<file path="src/rtl/pmod_als_spi_responder.sv">
// PMOD ALS responder: emulates the light-sensor ADC frame (3 zeros, 8-bit sample,
// 5 zeros) on MISO so the SPI master path can run without the physical PMOD.
module pmod_als_spi_responder #(
    parameter int unsigned LEAD_ZEROS = 3,
    parameter int unsigned DATA_BITS  = 8,
    parameter int unsigned FRAME_BITS = 16,
    parameter bit          CPOL       = 1'b0
) (
    input  logic                 clk_i,
    input  logic                 rst_i,
    input  logic                 cs_i,
    input  logic                 sclk_i,
    output logic                 miso_o,
    output logic                 miso_oe_o,
    input  logic [DATA_BITS-1:0] light_i,
    output logic [DATA_BITS-1:0] sample_o,
    output logic                 frame_done_o,
    output logic                 frame_err_o,
    output logic [15:0]          frame_cnt_o
);

    localparam int unsigned TRAIL_ZEROS = FRAME_BITS - LEAD_ZEROS - DATA_BITS;
    localparam int unsigned EDGE_W      = 5;
    localparam int unsigned CNT_W       = 16;
    localparam logic [EDGE_W-1:0] EDGE_MAX  = '1;
    localparam logic [EDGE_W-1:0] EDGE_FULL = EDGE_W'(FRAME_BITS);

    typedef enum logic [1:0] {
        S_IDLE   = 2'd0,
        S_ACTIVE = 2'd1,
        S_END    = 2'd2
    } state_t;

    state_t r_state;
    state_t w_state_nxt;

    logic r_cs_meta, r_cs_sync, r_cs_d;
    logic r_sclk_meta, r_sclk_sync, r_sclk_d;
    logic [1:0] r_warm;

    logic [FRAME_BITS-1:0] r_shreg,  w_shreg_nxt;
    logic [EDGE_W-1:0]     r_edge_cnt, w_edge_cnt_nxt;
    logic [DATA_BITS-1:0]  r_sample, w_sample_nxt;
    logic [CNT_W-1:0]      r_frame_cnt, w_frame_cnt_nxt;
    logic r_miso, w_miso_nxt;
    logic r_oe,   w_oe_nxt;
    logic r_done, w_done_nxt;
    logic r_err,  w_err_nxt;

    logic w_cs_fall, w_cs_rise;
    logic w_sclk_rise, w_sclk_fall;
    logic w_sample_edge, w_shift_edge;
    logic w_armed;
    logic [FRAME_BITS-1:0] w_load;

    // Synchronize cs/sclk into clk_i and keep one extra stage for edge detection.
    always_ff @(posedge clk_i or negedge rst_i) begin
        if (!rst_i) begin
            r_cs_meta   <= 1'b1;
            r_cs_sync   <= 1'b1;
            r_cs_d      <= 1'b1;
            r_sclk_meta <= CPOL;
            r_sclk_sync <= CPOL;
            r_sclk_d    <= CPOL;
        end else begin
            r_cs_meta   <= cs_i;
            r_cs_sync   <= r_cs_meta;
            r_cs_d      <= r_cs_sync;
            r_sclk_meta <= sclk_i;
            r_sclk_sync <= r_sclk_meta;
            r_sclk_d    <= r_sclk_sync;
        end
    end

    // Block frame starts until the reset-high cs chain has drained, so a cs
    // already low at reset release is not mistaken for a falling edge.
    always_ff @(posedge clk_i or negedge rst_i) begin
        if (!rst_i) begin
            r_warm <= 2'd0;
        end else if (r_warm != 2'd3) begin
            r_warm <= r_warm + 2'd1;
        end
    end

    assign w_armed       = (r_warm == 2'd3);
    assign w_cs_fall     = r_cs_d & ~r_cs_sync;
    assign w_cs_rise     = ~r_cs_d & r_cs_sync;
    assign w_sclk_rise   = ~r_sclk_d & r_sclk_sync;
    assign w_sclk_fall   = r_sclk_d & ~r_sclk_sync;
    assign w_sample_edge = CPOL ? w_sclk_fall : w_sclk_rise;
    assign w_shift_edge  = CPOL ? w_sclk_rise : w_sclk_fall;
    assign w_load        = FRAME_BITS'(light_i) << TRAIL_ZEROS;

    // FSM state register.
    always_ff @(posedge clk_i or negedge rst_i) begin
        if (!rst_i) begin
            r_state <= S_IDLE;
        end else begin
            r_state <= w_state_nxt;
        end
    end

    // Next-state and next datapath values; cs edges take priority over sclk edges.
    always_comb begin
        w_state_nxt     = r_state;
        w_shreg_nxt     = r_shreg;
        w_edge_cnt_nxt  = r_edge_cnt;
        w_sample_nxt    = r_sample;
        w_frame_cnt_nxt = r_frame_cnt;
        w_miso_nxt      = r_miso;
        w_oe_nxt        = r_oe;
        w_done_nxt      = 1'b0;
        w_err_nxt       = 1'b0;
        case (r_state)
            S_IDLE: begin
                if (w_cs_fall && w_armed) begin
                    w_state_nxt    = S_ACTIVE;
                    w_shreg_nxt    = w_load;
                    w_sample_nxt   = light_i;
                    w_miso_nxt     = w_load[FRAME_BITS-1];
                    w_oe_nxt       = 1'b1;
                    w_edge_cnt_nxt = '0;
                end
            end
            S_ACTIVE: begin
                if (w_cs_rise) begin
                    w_state_nxt = S_END;
                    w_oe_nxt    = 1'b0;
                    w_miso_nxt  = 1'b0;
                    if (r_edge_cnt == EDGE_FULL) begin
                        w_done_nxt      = 1'b1;
                        w_frame_cnt_nxt = r_frame_cnt + 16'd1;
                    end else begin
                        w_err_nxt = 1'b1;
                    end
                end else if (w_sample_edge) begin
                    if (r_edge_cnt != EDGE_MAX) begin
                        w_edge_cnt_nxt = r_edge_cnt + 5'd1;
                    end
                end else if (w_shift_edge) begin
                    w_shreg_nxt = {r_shreg[FRAME_BITS-2:0], 1'b0};
                    w_miso_nxt  = r_shreg[FRAME_BITS-2];
                end
            end
            S_END: begin
                w_state_nxt = S_IDLE;
            end
            default: begin
                w_state_nxt = S_IDLE;
                w_oe_nxt    = 1'b0;
                w_miso_nxt  = 1'b0;
            end
        endcase
    end

    // Datapath and output registers.
    always_ff @(posedge clk_i or negedge rst_i) begin
        if (!rst_i) begin
            r_shreg     <= '0;
            r_edge_cnt  <= '0;
            r_sample    <= '0;
            r_frame_cnt <= '0;
            r_miso      <= 1'b0;
            r_oe        <= 1'b0;
            r_done      <= 1'b0;
            r_err       <= 1'b0;
        end else begin
            r_shreg     <= w_shreg_nxt;
            r_edge_cnt  <= w_edge_cnt_nxt;
            r_sample    <= w_sample_nxt;
            r_frame_cnt <= w_frame_cnt_nxt;
            r_miso      <= w_miso_nxt;
            r_oe        <= w_oe_nxt;
            r_done      <= w_done_nxt;
            r_err       <= w_err_nxt;
        end
    end

    assign miso_o       = r_miso;
    assign miso_oe_o    = r_oe;
    assign sample_o     = r_sample;
    assign frame_done_o = r_done;
    assign frame_err_o  = r_err;
    assign frame_cnt_o  = r_frame_cnt;

endmodule

</file>
<file path="config.mk">
export PLATFORM = sky130hd
export DESIGN_NAME = pmod_als_spi_responder
export DESIGN_NICKNAME = d
export VERILOG_FILES = /design/src/rtl/pmod_als_spi_responder.sv
export SDC_FILE = /design/constraint.sdc
export NUM_CORES = 1
export LEC_CHECK = 0
export ABC_AREA = 1
export CAP_MARGIN = 20
export CORE_MARGIN = 2
export CORE_UTILIZATION = 45
export DETAILED_ROUTE_END_ITERATION = 10
export PLACE_DENSITY_LB_ADDON = 0.3
export SKIP_CTS_REPAIR_TIMING = 1
export SYNTH_ARGS = -nofsm -noshare
export SYNTH_HDL_FRONTEND = slang
export SYNTH_SLANG_ARGS = --single-unit
</file>
<file path="constraint.sdc">
create_clock -name clk_i -period 2.88 [get_ports clk_i]
set_clock_uncertainty 0.05 [all_clocks]
set_input_delay 0.864 -clock clk_i [delete_from_list [all_inputs] [get_ports clk_i]]
set_output_delay 0.864 -clock clk_i [all_outputs]
set_load 0.005 [all_outputs]
</file>
==> results of run 1 <==
## final timing paths
check | end | slack [ns] | cells after the start
worst max register to register | r_edge_cnt[1] | 1.15 | 10
worst min register to register | r_cs_sync | 0.31 | 0
max in group asynchronous | r_cs_meta | 1.69 | 2
min in group asynchronous | sample_o[5] | 0.42 | 1
worst min-delay path | r_cs_sync | 0.31 | 0
worst max-delay path | frame_cnt_o[9] | 0.65 | 1
## final cells by class
type                            count  area share
Tap cell                           72      0.0285
Inverter                           31      0.0381
Timing Repair Buffer               41       0.127
Clock buffer                        6      0.0262
Multi-Input combinational cell    218       0.354
Clock inverter                      2     0.00436
Sequential cell                    53       0.421
## cells in the mapped netlist, types with 2 or more instances
| cell type | instances | share of area |
|---|---|---|
| dfrtp_1 | 50 | 0.49 |
| dfstp_2 | 3 | 0.031 |
| ha_1 | 5 | 0.024 |
| inv_1 | 24 | 0.035 |
| inv_2 | 5 | 0.0073 |
| nand2_1 | 133 | 0.19 |
| nand2_2 | 2 | 0.0049 |
| nand2_4 | 3 | 0.013 |
| nand3_1 | 11 | 0.021 |
| nand3b_1 | 4 | 0.012 |
| nand4_1 | 7 | 0.017 |
| nor2_1 | 16 | 0.023 |
| nor2_2 | 3 | 0.0073 |
| nor2_4 | 3 | 0.013 |
| nor2_8 | 4 | 0.031 |
| nor3_1 | 2 | 0.0039 |
| o21ai_0 | 5 | 0.0097 |
| o21ai_1 | 9 | 0.017 |
| xnor2_1 | 3 | 0.010 |
| xor2_1 | 4 | 0.014 |
## power by group
part | switching (uW) | leakage [uW] | internal [uW]
sequential | 72.9 | 0.000684 | 872
combinational | 242 | 0.000840 | 196
clock | 243 | 0.0000512 | 195
total | 558 | 0.00158 | 1260
## logic make-up (layout without fill, tap and decap cells)
group / Yosys count / count (layout)
AOI/OAI and AO/OA: 15 / 15
xor gates and xnor gates: 7 / 7
adders and majority gates: 5 / 5
buffers and inverters: 32 / 80
DFF: 53 / 53
muxes: 1 / 1
and+or+nand+nor: 190 / 190
## per-layer routing
layer / share of wire / vias to the layer above
met4: 0.0080 / 0
li1: - / 1039
met3: 0.044 / 5
met2: 0.47 / 44
met1: 0.48 / 924
met5: 0 / -
## through the flow
stage	std cells	util	hold slack (ns)	cell area [um^2]	setup slack, ns
6_report	423	0.573	0.311	3160	0.652
5_1_grt	423	0.573	0.317	3160	0.545
4_1_cts	423	0.573	0.314	3160	0.629
3_5_place_dp	415	0.556	0.293	3060	0.983
3_3_place_gp	415	0.556	0.286	3060	0.991
2_1_floorplan	303	-	0.281	2570	1.27
## flip-flops by register name, indices dropped and copies added, names as in the netlist, 2 cells and up
register / count
r_edge_cnt: 5
sample_o: 8
r_state: 2
r_shreg: 10
frame_cnt_o: 16
r_warm: 2
==> flow_summary.toml, run 1 <==
[finish]
layout_common_cells = "nand2_1 (133), dfrtp_1 (50), clkdlybuf4s50_1 (38)"
nets = 367
drive_above_1_share = 0.111
diodes = 0
final_common_cell = "nand2_1"
multiInputGateArea_um2 = 1120
nFillCells = 468
syn2layout_area_growth_pct = 22.6
seq_area_um2 = 1330

[sta]
drv_slew = 0
fin_crit_ns = 2.23
tightest_slew_ns = 0.409
max_freq_mhz = 449
hold_violations = 0
setup_viol = 0
tns_ns = 0
max_slew_margin = 0.727
timing.final.crit_share = 0.774
rsz0062_at_grt = "false"

[synth]
synthMuxAreaShare = 0.00438
synth.avg_cell_area_um2 = 8.49
synth_top_family_by_area = "simple AND/OR/NAND/NOR gates"
syn_inst = 303
synth_simple_gate_area_frac = 0.352
ys_ff_latch = 53
synth_edf_count = 0
synth_compound_area_frac = 0.0297
seq_area_frac_synth = 0.517
synthArstFlopShare = 1.00
synth_fa_ha_area_frac = 0.0243
synth_xor_area_frac = 0.0238
syn-cell-area_um2 = 2570
ys_types = 27
synth_nets = 320
synthFlopType = "dfrtp_1"
ys.warnings.count = 0

[floorplan]
rows = 27
die_area_um2 = 6340
die_h_um = 79.6
initial_core_util = 0.467
core_region_area_um2 = 5510
die_w_um = 79.6
ioPinCount = 40

[min_path]
worstHoldStart = "r_cs_meta"
hp-class = "flip-flop to flip-flop"

[clock_network]
htree_num_levels = 2
cts_buffers = 5
clk_latency_ns = 0.30
clkSinkCount = 53
cts_tree = "done"
cts_max_path_buffers = 2
clkTransAtPathRegs_ns = 0.09
cts_root_buffer = "clkbuf_8"

[grt]
top_usage_layer = "met2"
grt_use_total = 0.181
grt_pass1_wl_mm = 9.00
overflow = 0
grt_util_met2 = 0.292
grt_pass1_vias = 1902
grt_max_degree = 21
antenna_found_initial = 0
grt_use_met1 = 0.246
use_met3 = 0.0362

[routing]
drt_first_pass_iters = 4
via_count = 2012
postRouteAntennaNets = 0
routed_via_density = 4.76
drt-initial-drc-count = 181
wirelength_mm = 4.99
route.detailed.drc = 0
wl_per_cell_um = 11.8

[setup_path]
cp_top_family = "buffers and inverters"
cp_cell_sequence = "clkdlybuf4s50_1"
criticalPathCategory = "flip-flop to output pin"
worstPathMaxFanout = 6
crit_path_end_kind = "output pin"
slowest_stage = "clkdlybuf4s50_1"
r2r_start = "r_edge_cnt[0]"
start_kind = "flip-flop"
cp.required_ns = 1.97
worstPathArrival_ns = 1.31
crit_buf_inv = 1
cpPeakStageDelay_ns = 0.54
startpoint = "frame_cnt_o[9]"

[place]
dp_hpwl_mm = 3.67
place_congestion = 0.894
io_buffers = 39

[flow_run]
maxCapViolations = 0

[pwr]
ir_worst_vdd_mv = 0.281
power_leakage_uw = 0.00158
report.power.total_uw = 1820
power_density_nw_per_um2 = 577

[outcome]
status = "finished, final reports clean"
(Power assumes the default switching activity.)
==> run 2, diff against run 1 <==
clock period = 2 ns   (was 2.88 ns; I/O delays follow)
==> run 2 against run 1 <==
Compared with the run above: total power grew 50%; worst hold slack lost 0.21 ns; flip-flop and latch count is the same; global-route usage shrank 0.71 points; sequential share of layout area shrank 0.41 points; wire length shrank 2.5%; highest routed layer unchanged; first-iteration DRC count shrank 54%; clock-buffer cell count grew 1.
==> flow_summary.toml, run 2 (same netlist as run 1, synthesis figures left out) <==
[setup_path]
start_kind = "flip-flop"
crit_buf_inv = 1
worstPathArrival_ns = 1.29
slowest_stage = "clkdlybuf4s50_1"
reg2reg_slack_ns = 0.27
cp_cell_sequence = "clkdlybuf4s50_1"
cp_top_family = "buffers and inverters"
timing.rr.end = "r_edge_cnt[4]"
worstPathMaxFanout = 6
crit_path_end_kind = "output pin"
criticalPathCategory = "flip-flop to output pin"
cp.required_ns = 1.35
r2r_start = "r_edge_cnt[0]"
reg2regPathDepth = 10
cpPeakStageDelay_ns = 0.55

[clock_network]
cts_buffers = 5
cts_root_buffer = "clkbuf_8"
cts_tree = "done"
clkSinkCount = 53
clkTransAtPathRegs_ns = 0.09
htree_num_levels = 2
clk_latency_ns = 0.30
cts_max_path_buffers = 2

[sta]
hold_violations = 0
tightest_slew_ns = 0.323
setup_viol = 0
max_slew_margin = 0.782
drv_slew = 0
rsz0062_at_grt = "false"
tns_ns = 0
timing.final.crit_share = 0.972
layout_setup_ws_ns = 0.0560
fin_crit_ns = 1.94
max_freq_mhz = 514

[grt]
grt_pass1_vias = 1905
grt_pass1_wl_mm = 8.64
overflow = 0
antenna_found_initial = 0
grt_use_total = 0.174
grt_max_degree = 26

[floorplan]
die_w_um = 79.6
core_region_area_um2 = 5510
rows = 27
ioPinCount = 40
initial_core_util = 0.467
die_area_um2 = 6340
die_h_um = 79.6

[finish]
largest_reg_flops = 16
final_common_cell = "nand2_1"
nets = 368
diodes = 0
syn2layout_area_growth_pct = 24.4
final_core_util = 0.581
drive_above_1_share = 0.125
layout_common_cells = "nand2_1 (133), dfrtp_1 (45), clkdlybuf4s50_1 (38)"

[routing]
via_count = 2016
postRouteAntennaNets = 0
drt-initial-drc-count = 84
drt_first_pass_iters = 4
wirelength_mm = 4.86
routed_via_density = 4.75
wl_per_cell_um = 11.5
route.detailed.drc = 0

[place]
dp_hpwl_mm = 3.65
post-place-ws_ns = 0.275
place_congestion = 0.813
io_buffers = 39

[pwr]
power_leakage_uw = 0.00158
ir_worst_vdd_mv = 0.429
power_density_nw_per_um2 = 854

[flow_run]
maxCapViolations = 0

[min_path]
hp-class = "input pin to async pin"

[outcome]
status = "finished, final reports clean"
## run 2: cell count changes in the layout (fill, tap and decap cells not counted)
cell	previous run	this run
bufinv_16	0	1
clkinv_2	2	1
clkinv_4	1	0
dfrtp_2	0	5
clkbuf_1	0	1
dfrtp_1	50	45
buf_12	0	1
## run 2: layout make-up
cell class | instances | area [um^2]
Timing Repair Buffer | 42 | 420
Tap cell | 72 | 90.1
Multi-Input combinational cell | 218 | 1120
Fill cell | 488 | 2300
Inverter | 31 | 120
Clock inverter | 1 | 30.0
Clock buffer | 7 | 86.3
Sequential cell | 53 | 1340
## run 2: worst register-to-register path, delay by kind of cell, from the launching register on
kind | cells | cell delay, ns
flip-flops | 1 | 0.42
AND/OR/NAND/NOR | 5 | 0.41
adder cells (fa/ha/maj) | 2 | 0.38
AO/OA/AOI/OAI | 2 | 0.33
buffers and inverters | 1 | 0.05
## run 2: layer usage
metal	track usage	part of all wire
met5	0	0
met4	0.0741	0.017
met3	0.0396	0.033
met2	0.274	0.46
met1	0.230	0.49
## run 2: report_power, final
group          switching [uW]  leakage (uW)  total, uW  internal (uW)
combinational             347      0.000849        632            286
clock                     332     0.0000585        740            408
sequential                108      0.000676       1360           1260
## run 2: worst max-delay path by stage
stage                              start             end  slack, ns  cells after the start
final                     frame_cnt_o[9]  frame_cnt_o[9]       0.06                      1
after global routing      frame_cnt_o[9]  frame_cnt_o[9]      0.005                      1
after CTS                 frame_cnt_o[0]  frame_cnt_o[0]       0.02                      1
after detailed placement   r_edge_cnt[0]   r_edge_cnt[0]       0.28                     10
after global placement     r_edge_cnt[0]   r_edge_cnt[0]       0.34                     10
after floorplan            r_edge_cnt[0]   r_edge_cnt[2]       0.39                     10
## run 2: through the flow
step | total power (uW) | instance area, um^2 | hold WS, ns | instances
after floorplan | 1750 | 2570 | 0.254 | 303
after global placement | 2000 | 3080 | 0.284 | 416
after detailed placement | 2020 | 3080 | 0.298 | 416
after CTS | 2780 | 3200 | 0.0946 | 424
after global routing | 2910 | 3200 | 0.0994 | 424
final | 2740 | 3200 | 0.103 | 424
==> run 3, diff against run 2 <==
ABC_CLOCK_PERIOD_IN_PS = 2000   (was not set)
==> results of run 3 <==
No change in the layout: final DEF, timing and power equal those of run 2.
